$ cat config.mk
export PLATFORM = sky130hd
export DESIGN_NAME = instr_loader
export DESIGN_NICKNAME = d
export VERILOG_FILES = /design/src/rtl/loader_pkg.sv /design/src/rtl/byte_packer.sv /design/src/rtl/instr_loader.sv
export SDC_FILE = /design/constraint.sdc
export NUM_CORES = 1
export LEC_CHECK = 0
export ABC_CLOCK_PERIOD_IN_PS = 1650
export BUFFER_PORTS_ARGS = -buffer_cell sky130_fd_sc_hd__buf_2
export CAP_MARGIN = 5
export CORE_MARGIN = 2
export CORE_UTILIZATION = 32
export CTS_BUF_LIST = sky130_fd_sc_hd__clkbuf_4 sky130_fd_sc_hd__clkbuf_8 sky130_fd_sc_hd__clkbuf_16
export DETAILED_ROUTE_END_ITERATION = 7
export PLACE_DENSITY = 0.57
export SYNTH_ARGS = -nofsm -noshare
export SYNTH_HDL_FRONTEND = slang
export SYNTH_SLANG_ARGS = --single-unit
$ cat constraint.sdc
create_clock -name clk -period 1.65 [get_ports clk]
set_input_delay 0.0825 -clock clk [delete_from_list [all_inputs] [get_ports clk]]
set_output_delay 0.0825 -clock clk [all_outputs]
set_load 0.01 [all_outputs]
$ cat src/rtl/loader_pkg.sv
// rtl/loader_pkg.sv - shared types and constants for the instruction loader
package loader_pkg;

  localparam int BYTES_PER_WORD = 4;
  localparam int IDX_W          = 2;
  localparam int WORD_W         = 8 * BYTES_PER_WORD;

  typedef enum logic [2:0] {
    IDLE  = 3'd0,
    RECV  = 3'd1,
    WRITE = 3'd2,
    DONE  = 3'd3,
    ERR   = 3'd4
  } state_e;

endpackage

$ cat src/rtl/byte_packer.sv
// rtl/byte_packer.sv - little-endian byte-to-word shift register with byte index
module byte_packer
  import loader_pkg::*;
(
  input  logic              clk,
  input  logic              rst_n,
  input  logic              clr_i,
  input  logic              load_i,
  input  logic [7:0]        byte_i,
  output logic [IDX_W-1:0]  idx_o,
  output logic [WORD_W-1:0] word_o
);

  logic [WORD_W-1:0] word_q, word_d;
  logic [IDX_W-1:0]  idx_q, idx_d;

  // Clear wins over load so a word boundary always starts from zero.
  always_comb begin
    word_d = word_q;
    idx_d  = idx_q;
    if (clr_i) begin
      word_d = '0;
      idx_d  = '0;
    end else if (load_i) begin
      word_d[8*idx_q +: 8] = byte_i;
      idx_d                = idx_q + 1'b1;
    end
  end

  always_ff @(posedge clk or negedge rst_n) begin
    if (!rst_n) begin
      word_q <= '0;
      idx_q  <= '0;
    end else begin
      word_q <= word_d;
      idx_q  <= idx_d;
    end
  end

  assign idx_o  = idx_q;
  assign word_o = word_q;

endmodule

$ cat src/rtl/instr_loader.sv
// rtl/instr_loader.sv - byte-stream program loader writing packed words into instruction memory
module instr_loader
  import loader_pkg::*;
#(
  parameter int               WIDTH     = 32,
  parameter logic [WIDTH-1:0] BASE_ADDR = 32'h0000_0000,
  parameter int               MAX_WORDS = 64
) (
  input  logic                           clk,
  input  logic                           rst_n,
  input  logic                           start,
  input  logic                           byte_valid,
  input  logic [7:0]                     byte_data,
  input  logic                           byte_last,
  output logic                           byte_ready,
  output logic                           mem_we,
  output logic [WIDTH-1:0]               mem_addr,
  output logic [WIDTH-1:0]               mem_wd,
  output logic                           cpu_hold,
  output logic                           done,
  output logic                           error,
  output logic [$clog2(MAX_WORDS+1)-1:0] word_count
);

  localparam int               CW       = $clog2(MAX_WORDS + 1);
  localparam logic [CW-1:0]    MAXW     = CW'(MAX_WORDS);
  localparam logic [IDX_W-1:0] LAST_IDX = IDX_W'(BYTES_PER_WORD - 1);

  state_e             state_q, state_d;
  logic [CW-1:0]      wc_q, wc_d;
  logic [WIDTH-1:0]   addr_q, addr_d;
  logic               last_q, last_d;
  logic               done_q, error_q, hold_q;
  logic               pk_clr, pk_load;
  logic [IDX_W-1:0]   pk_idx;
  logic [WORD_W-1:0]  pk_word;

  byte_packer u_packer (
    .clk    (clk),
    .rst_n  (rst_n),
    .clr_i  (pk_clr),
    .load_i (pk_load),
    .byte_i (byte_data),
    .idx_o  (pk_idx),
    .word_o (pk_word)
  );

  always_comb begin
    state_d = state_q;
    wc_d    = wc_q;
    addr_d  = addr_q;
    last_d  = last_q;
    pk_clr  = 1'b0;
    pk_load = 1'b0;
    case (state_q)
      IDLE, DONE, ERR: begin
        if (start) begin
          state_d = RECV;
          wc_d    = '0;
          addr_d  = BASE_ADDR;
          last_d  = 1'b0;
          pk_clr  = 1'b1;
        end
      end
      RECV: begin
        if (byte_valid) begin
          pk_load = 1'b1;
          if (pk_idx == LAST_IDX || byte_last) begin
            last_d = byte_last;
            // A full memory diverts the word to ERR so no out-of-range write is issued.
            state_d = (wc_q == MAXW) ? ERR : WRITE;
          end
        end
      end
      WRITE: begin
        wc_d    = wc_q + 1'b1;
        addr_d  = addr_q + WIDTH'(BYTES_PER_WORD);
        pk_clr  = 1'b1;
        state_d = last_q ? DONE : RECV;
      end
      default: state_d = IDLE;
    endcase
  end

  always_ff @(posedge clk or negedge rst_n) begin
    if (!rst_n) begin
      state_q <= IDLE;
      wc_q    <= '0;
      addr_q  <= BASE_ADDR;
      last_q  <= 1'b0;
      done_q  <= 1'b0;
      error_q <= 1'b0;
      hold_q  <= 1'b1;
    end else begin
      state_q <= state_d;
      wc_q    <= wc_d;
      addr_q  <= addr_d;
      last_q  <= last_d;
      done_q  <= (state_d == DONE);
      error_q <= (state_d == ERR);
      hold_q  <= (state_d != DONE);
    end
  end

  assign byte_ready = (state_q == RECV);
  assign mem_we     = (state_q == WRITE);
  assign mem_addr   = addr_q;
  assign mem_wd     = pk_word;
  assign cpu_hold   = hold_q;
  assign done       = done_q;
  assign error      = error_q;
  assign word_count = wc_q;

endmodule

==> qor.yml, run 1 <==
core_area_mm2: 0.0114
grt_usage: 0.169
crit_cells: 6
maxCapViolCount: 0
drc_errors: 0
grt_first_pass_wirelength_um: 17100
holdWs_ns: 0.0197
wl_um: 10700
syn_inst: 366
cp-start-kind: "register"
synth_top_area_frac: 0.512
row_count: 39
antenna_found_initial: 0
skew_ns: 0.00585
critPathCaptureType: "register"
areaGrowthSynthToFinish_pct: 46.7
cts_tree: "done"
portBuffers: 86
final_nets: 548
cts_sinks: 78
synthTopCellsByArea: "dfrtp_1 51%, nand2_1 4.9%, a22o_1 4.0%, mux2i_1 3.5%, nand4_1 3.3%"
slowest_delay_ns: 0.44
path_max_fanout: 8
multiInputGateArea_mm2: 0.00187
ys.flop_type: "dfrtp_1"
cts-root-buf: "clkbuf_16"
peakVddDrop_mv: 0.730
regArea_mm2: 0.00196
drt_iter0_markers: 183
ant_nets: 0
hp-class: "in -> reg"
fin_crit_sh: 1.06
fmax_mhz: 570
hold_depth: 2
vias: 3471
yosys.area.top_type: "dfrtp_1"
ys_warn_count: 0
worst-setup-path-type: "reg -> reg"
grt_start_max_net_pins: 35
synth_edf_count: 0
worstPathRequired_ns: 1.88
drive_gt1_frac: 0.427
clockBufferDepth: 2
synthArstFlopShare: 1.00
syn_area_mm2: 0.00376
worst_skew_pair.late_latency_ns: 0.34
synth_seq_area_share: 0.519
crit_family: "simple AND/OR/NAND/NOR gates"
critPathMostFrequentCell: "buf_6"
htreeDepth: 3
synth_cell_types: 56
place.gp.congestion: 0.795
final_max_slew_viol_count: 0
violations: "negative setup slack"
ys_top_cells_by_count: "77 x dfrtp_1, 49 x nand2_1, 23 x nand3_1"
reg2regPathDepth: 6
ios: 89
path_buf_inv: 2
status: "finished, violations left"
yosysMostFrequentCell: "dfrtp_1"
layout_setup_ws_ns: -0.104
syn_area_per_cell_um2: 10.3
initial_core_util: 0.329
die_area_mm2: 0.0126
leakagePower_nw: 2.84
min_period_ns: 1.75
fillCellCount: 1083
setup_viol: 20
cp_slowest_cell: "or3b_4"
dp_hpwl_um: 7400
overflow: 0
fp.dieH_um: 112
grt_pass1_vias: 3373
place_ws_ns: -0.177
yosys_register_bits: 78
die_width_um: 112
clkTransAtPathRegs_ns: 0.06
via_per_inst: 5.15
wl_per_cell_um: 15.8
hold_viol: 0
cp_data_arrival_time_ns: 1.98
numCtsBuffers: 9
powerDensity_mw_per_mm2: 1290
grt_setup_unrepaired: "yes"
path_cells: "or3b_4 -> buf_6 -> nor4_4 -> buf_6 -> nand4_1 -> mux2i_1"
firstDrtPassIters: 4
diodes: 0
## flip-flops by register name, indices dropped and copies added, names as in the netlist
| signal | flops |
|---|---|
| state_q | 3 |
| cpu_hold | 1 |
| word_count | 7 |
| done | 1 |
| error | 1 |
| mem_addr | 30 |
| last_q | 1 |
| u_packer.idx_o | 2 |
| u_packer.word_o | 32 |
## layout by cell type (no fill, tap or decap), types with 4 or more instances in the layout
cell and count:
a21oi_1 13, a22o_1 17, a22oi_1 8, and3_1 4, and4_1 4, buf_12 4, buf_2 84, buf_4 66
buf_6 10, clkbuf_16 9, dfrtp_1 75, ha_1 6, inv_1 7, mux2i_1 13, nand2_1 46, nand3_1 19
nand3_2 4, nand4_1 20, nor2_1 18, nor4_1 4, nor4_4 5, o21ai_0 15, o21ai_1 7
## through the flow
| stage | std cells | total power [mW] | utilization | area [µm²] | TNS, ns |
|---|---|---|---|---|---|
| global route | 674 | 7.53 | 0.483 | 5510 | -2.75 |
| CTS | 659 | 6.77 | 0.458 | 5230 | -0.745 |
| floorplan | 367 | 3.44 | - | 3810 | -1.71 |
| global placement | 632 | 4.28 | 0.416 | 4750 | -2.08 |
| detailed placement | 632 | 4.32 | 0.416 | 4750 | -3.62 |
| finish | 674 | 7.12 | 0.483 | 5510 | -0.954 |
## per-layer routing
| layer | routed length, µm | global-route usage | up-vias |
|---|---|---|---|
| li1 | - | - | 1678 |
| met1 | 4800 | 0.220 | 1681 |
| met2 | 5130 | 0.273 | 97 |
| met3 | 527 | 0.0475 | 15 |
| met4 | 194 | 0.0569 | 0 |
| met5 | 0 | 0 | - |
## area by class of cell
cell class                      count  area share
Sequential cell                    78       0.355
Multi-Input combinational cell    261       0.339
Timing Repair Buffer              165       0.203
Clock buffer                       10      0.0422
Tap cell                          143      0.0324
Clock inverter                      6      0.0170
Inverter                           10     0.00976
Timing Repair inverter              1     0.00159
## path summary, 6_finish.rpt
| path | from | endpoint | slack, ns |
|---|---|---|---|
| max reg2reg | state_q[0] | mem_addr[31] | -0.10 |
| min in group asynchronous | rst_n | last_q | 0.20 |
| max in group asynchronous | rst_n | mem_addr[31] | 0.84 |
| max | state_q[0] | mem_addr[31] | -0.10 |
| min | byte_data[2] | u_packer.word_o[18] | 0.02 |
| min reg2reg | mem_addr[31] | mem_addr[31] | 0.47 |
## report_power, final
| group | internal [mW] | total (mW) | switching [mW] |
|---|---|---|---|
| registers | 2.13 | 2.33 | 0.196 |
| clock network | 1.36 | 2.19 | 0.836 |
| logic | 1.19 | 2.60 | 1.41 |
## what timing repair did
item,4_1_cts,5_1_grt
endpoints found under the setup margin,52,63
hold buffers,1,0
buffers inserted,10,15
gates resized for setup,17,36
hold endpoints to repair,26,0
pin swaps,3,4
gates cloned,0,1
## logic make-up after synthesis
kind of cell | Yosys count | share of synthesized area
fa+ha+maj | 9 | 0.0300
mux | 14 | 0.0376
compound gates | 87 | 0.154
flops | 78 | 0.519
xor+xnor | 2 | 0.00466
simple gates | 147 | 0.219
other cells | 1 | 0.000997
buf+inv | 28 | 0.0349
Power figures use the tool's default switching activity.
==> inputs of run 2 (changes only) <==
- REMOVE_ABC_BUFFERS: default -> 1
- TNS_END_PERCENT: default -> 1
==> qor.yml, run 2 (synthesis gave the netlist of run 1 again) <==
initial_core_util: 0.329
worstPathRequired_ns: 1.57
grt_setup_unrepaired: "yes"
drc_errors: 0
htreeDepth: 3
sw_frac_of_total: 0.326
portBuffers: 86
rr_endpoint: "u_packer.word_o[10]"
largest_register_ffs: 32
p_total_mw: 6.86
final_cells: 662
hp-class: "in -> reg"
die_width_um: 112
pwr-share-clk: 0.324
critPathMostFrequentCell: "buf_6"
via_per_inst: 5.09
fillCellCount: 1106
areaGrowthSynthToFinish_pct: 41.4
cp_data_arrival_time_ns: 1.58
status: "finished, violations left"
cts_tree: "done"
vias: 3368
maxCapViolCount: 0
multiInputGateArea_mm2: 0.00177
skew_ns: 0.00822
switchingPower_mw: 2.24
antenna_found_initial: 0
ios: 89
grt_pass1_vias: 3256
dp_hpwl_um: 7330
diodes: 0
p_int_mw: 4.62
cp-start-kind: "register"
overflow: 0
leakagePower_nw: 2.77
cts_sinks: 78
wl_per_cell_um: 15.5
path_cells: "or3b_4 -> buf_8 -> inv_8 -> buf_6 -> buf_6"
peakVddDrop_mv: 0.749
path_max_fanout: 6
firstDrtPassIters: 4
crit_family: "simple AND/OR/NAND/NOR gates"
final_nets: 536
grt_first_pass_wirelength_um: 17300
hold_depth: 2
row_count: 39
final_max_slew_viol_count: 0
reg2regPathDepth: 6
drt_iter0_markers: 182
critPathCaptureType: "output port"
die_area_mm2: 0.0126
powerDensity_mw_per_mm2: 1290
final_cell_mix: "84 x buf_2, 77 x dfrtp_1, 56 x buf_4"
fmax_mhz: 600
min_from: "byte_data[7]"
dp.cells: 637
worst_skew_pair.late_latency_ns: 0.34
setup_viol: 4
place.gp.congestion: 0.816
cts-root-buf: "clkbuf_16"
worst-setup-path-type: "reg -> out"
drive_gt1_frac: 0.385
ant_nets: 0
hold_end: "u_packer.word_o[23]"
grt_start_max_net_pins: 37
fin_crit_sh: 1.01
layout_commonest_cell: "buf_2"
wl_um: 10300
cp_slowest_cell: "or3b_4"
layout_setup_ws_ns: -0.0171
combPwrFrac: 0.341
clockBufferDepth: 2
r2r_slack_ns: 0
min_period_ns: 1.67
path_buf_inv: 4
regArea_mm2: 0.00195
fp.dieH_um: 112
slowest_delay_ns: 0.46
reg2reg_from: "state_q[0]"
grt_usage: 0.170
hold_viol: 0
violations: "negative setup slack"
p_seq_frac: 0.334
clkTransAtPathRegs_ns: 0.06
core_area_mm2: 0.0114
numCtsBuffers: 9
[run 2: cell types whose count changed in the layout (fill, tap and decap cells not counted), sizes merged]
cell | before | now
buf | 164 | 153
inv | 12 | 10
clkbuf | 10 | 13
clkinvlp | 2 | 0
[run 2: worst max path at each step]
stage | to | slack [ns] | startpoint | cells after the start
6_report | mem_we | -0.02 | state_q[0] | 5
5_1_grt | mem_addr[21] | -0.1 | state_q[0] | 4
4_1_cts | u_packer.word_o[20] | -0.02 | state_q[2] | 5
3_5_place_dp | u_packer.word_o[20] | -0.21 | state_q[2] | 5
3_3_place_gp | u_packer.word_o[21] | -0.16 | state_q[2] | 5
2_1_floorplan | u_packer.word_o[16] | -0.75 | state_q[2] | 4
[run 2: final cells by class]
| class | instances | share of cell area |
|---|---|---|
| clock inverter | 3 | 0.0122 |
| inverter | 10 | 0.00847 |
| clock buffer | 13 | 0.0515 |
| tap | 143 | 0.0336 |
| timing repair buffer | 154 | 0.194 |
| multi-input combinational | 261 | 0.333 |
| sequential | 78 | 0.367 |
[run 2: timing repair]
item,CTS,global route
buffers inserted,7,1
pin swaps,7,9
setup endpoints to repair,64,66
hold buffers,1,0
hold endpoints to repair,33,0
gates resized for setup,16,24
[run 2: power groups by stage]
stage | logic (mW) | clock network [mW] | registers, mW
6_report | 2.34 | 2.22 | 2.29
3_3_place_gp | 1.99 | 0 | 2.32
3_5_place_dp | 2.03 | 0 | 2.32
2_1_floorplan | 0.878 | 0 | 2.42
4_1_cts | 2.20 | 2.30 | 2.29
5_1_grt | 2.60 | 2.37 | 2.33
[run 2: through the flow]
stage / hold WS (ns) / util / TNS [ns] / setup WS [ns] / area [µm²]
after floorplan: -0.213 / - / -22.68 / -0.751 / 3670
after global placement: 0.0699 / 0.416 / -3.00 / -0.158 / 4750
after detailed placement: 0.0748 / 0.416 / -4.31 / -0.214 / 4750
after CTS: 0.00671 / 0.457 / -0.135 / -0.0186 / 5220
after global routing: 0.0187 / 0.466 / -1.84 / -0.100 / 5320
final: 0.0204 / 0.466 / -0.0296 / -0.0171 / 5320
[run 2: metal layers]
layer  vias to the layer above  track usage  wire length, µm
li1                       1649            -                -
met1                      1627        0.242             4920
met2                        86        0.259             4790
met3                         6       0.0491              486
met4                         0       0.0358               82
met5                         -            0                0
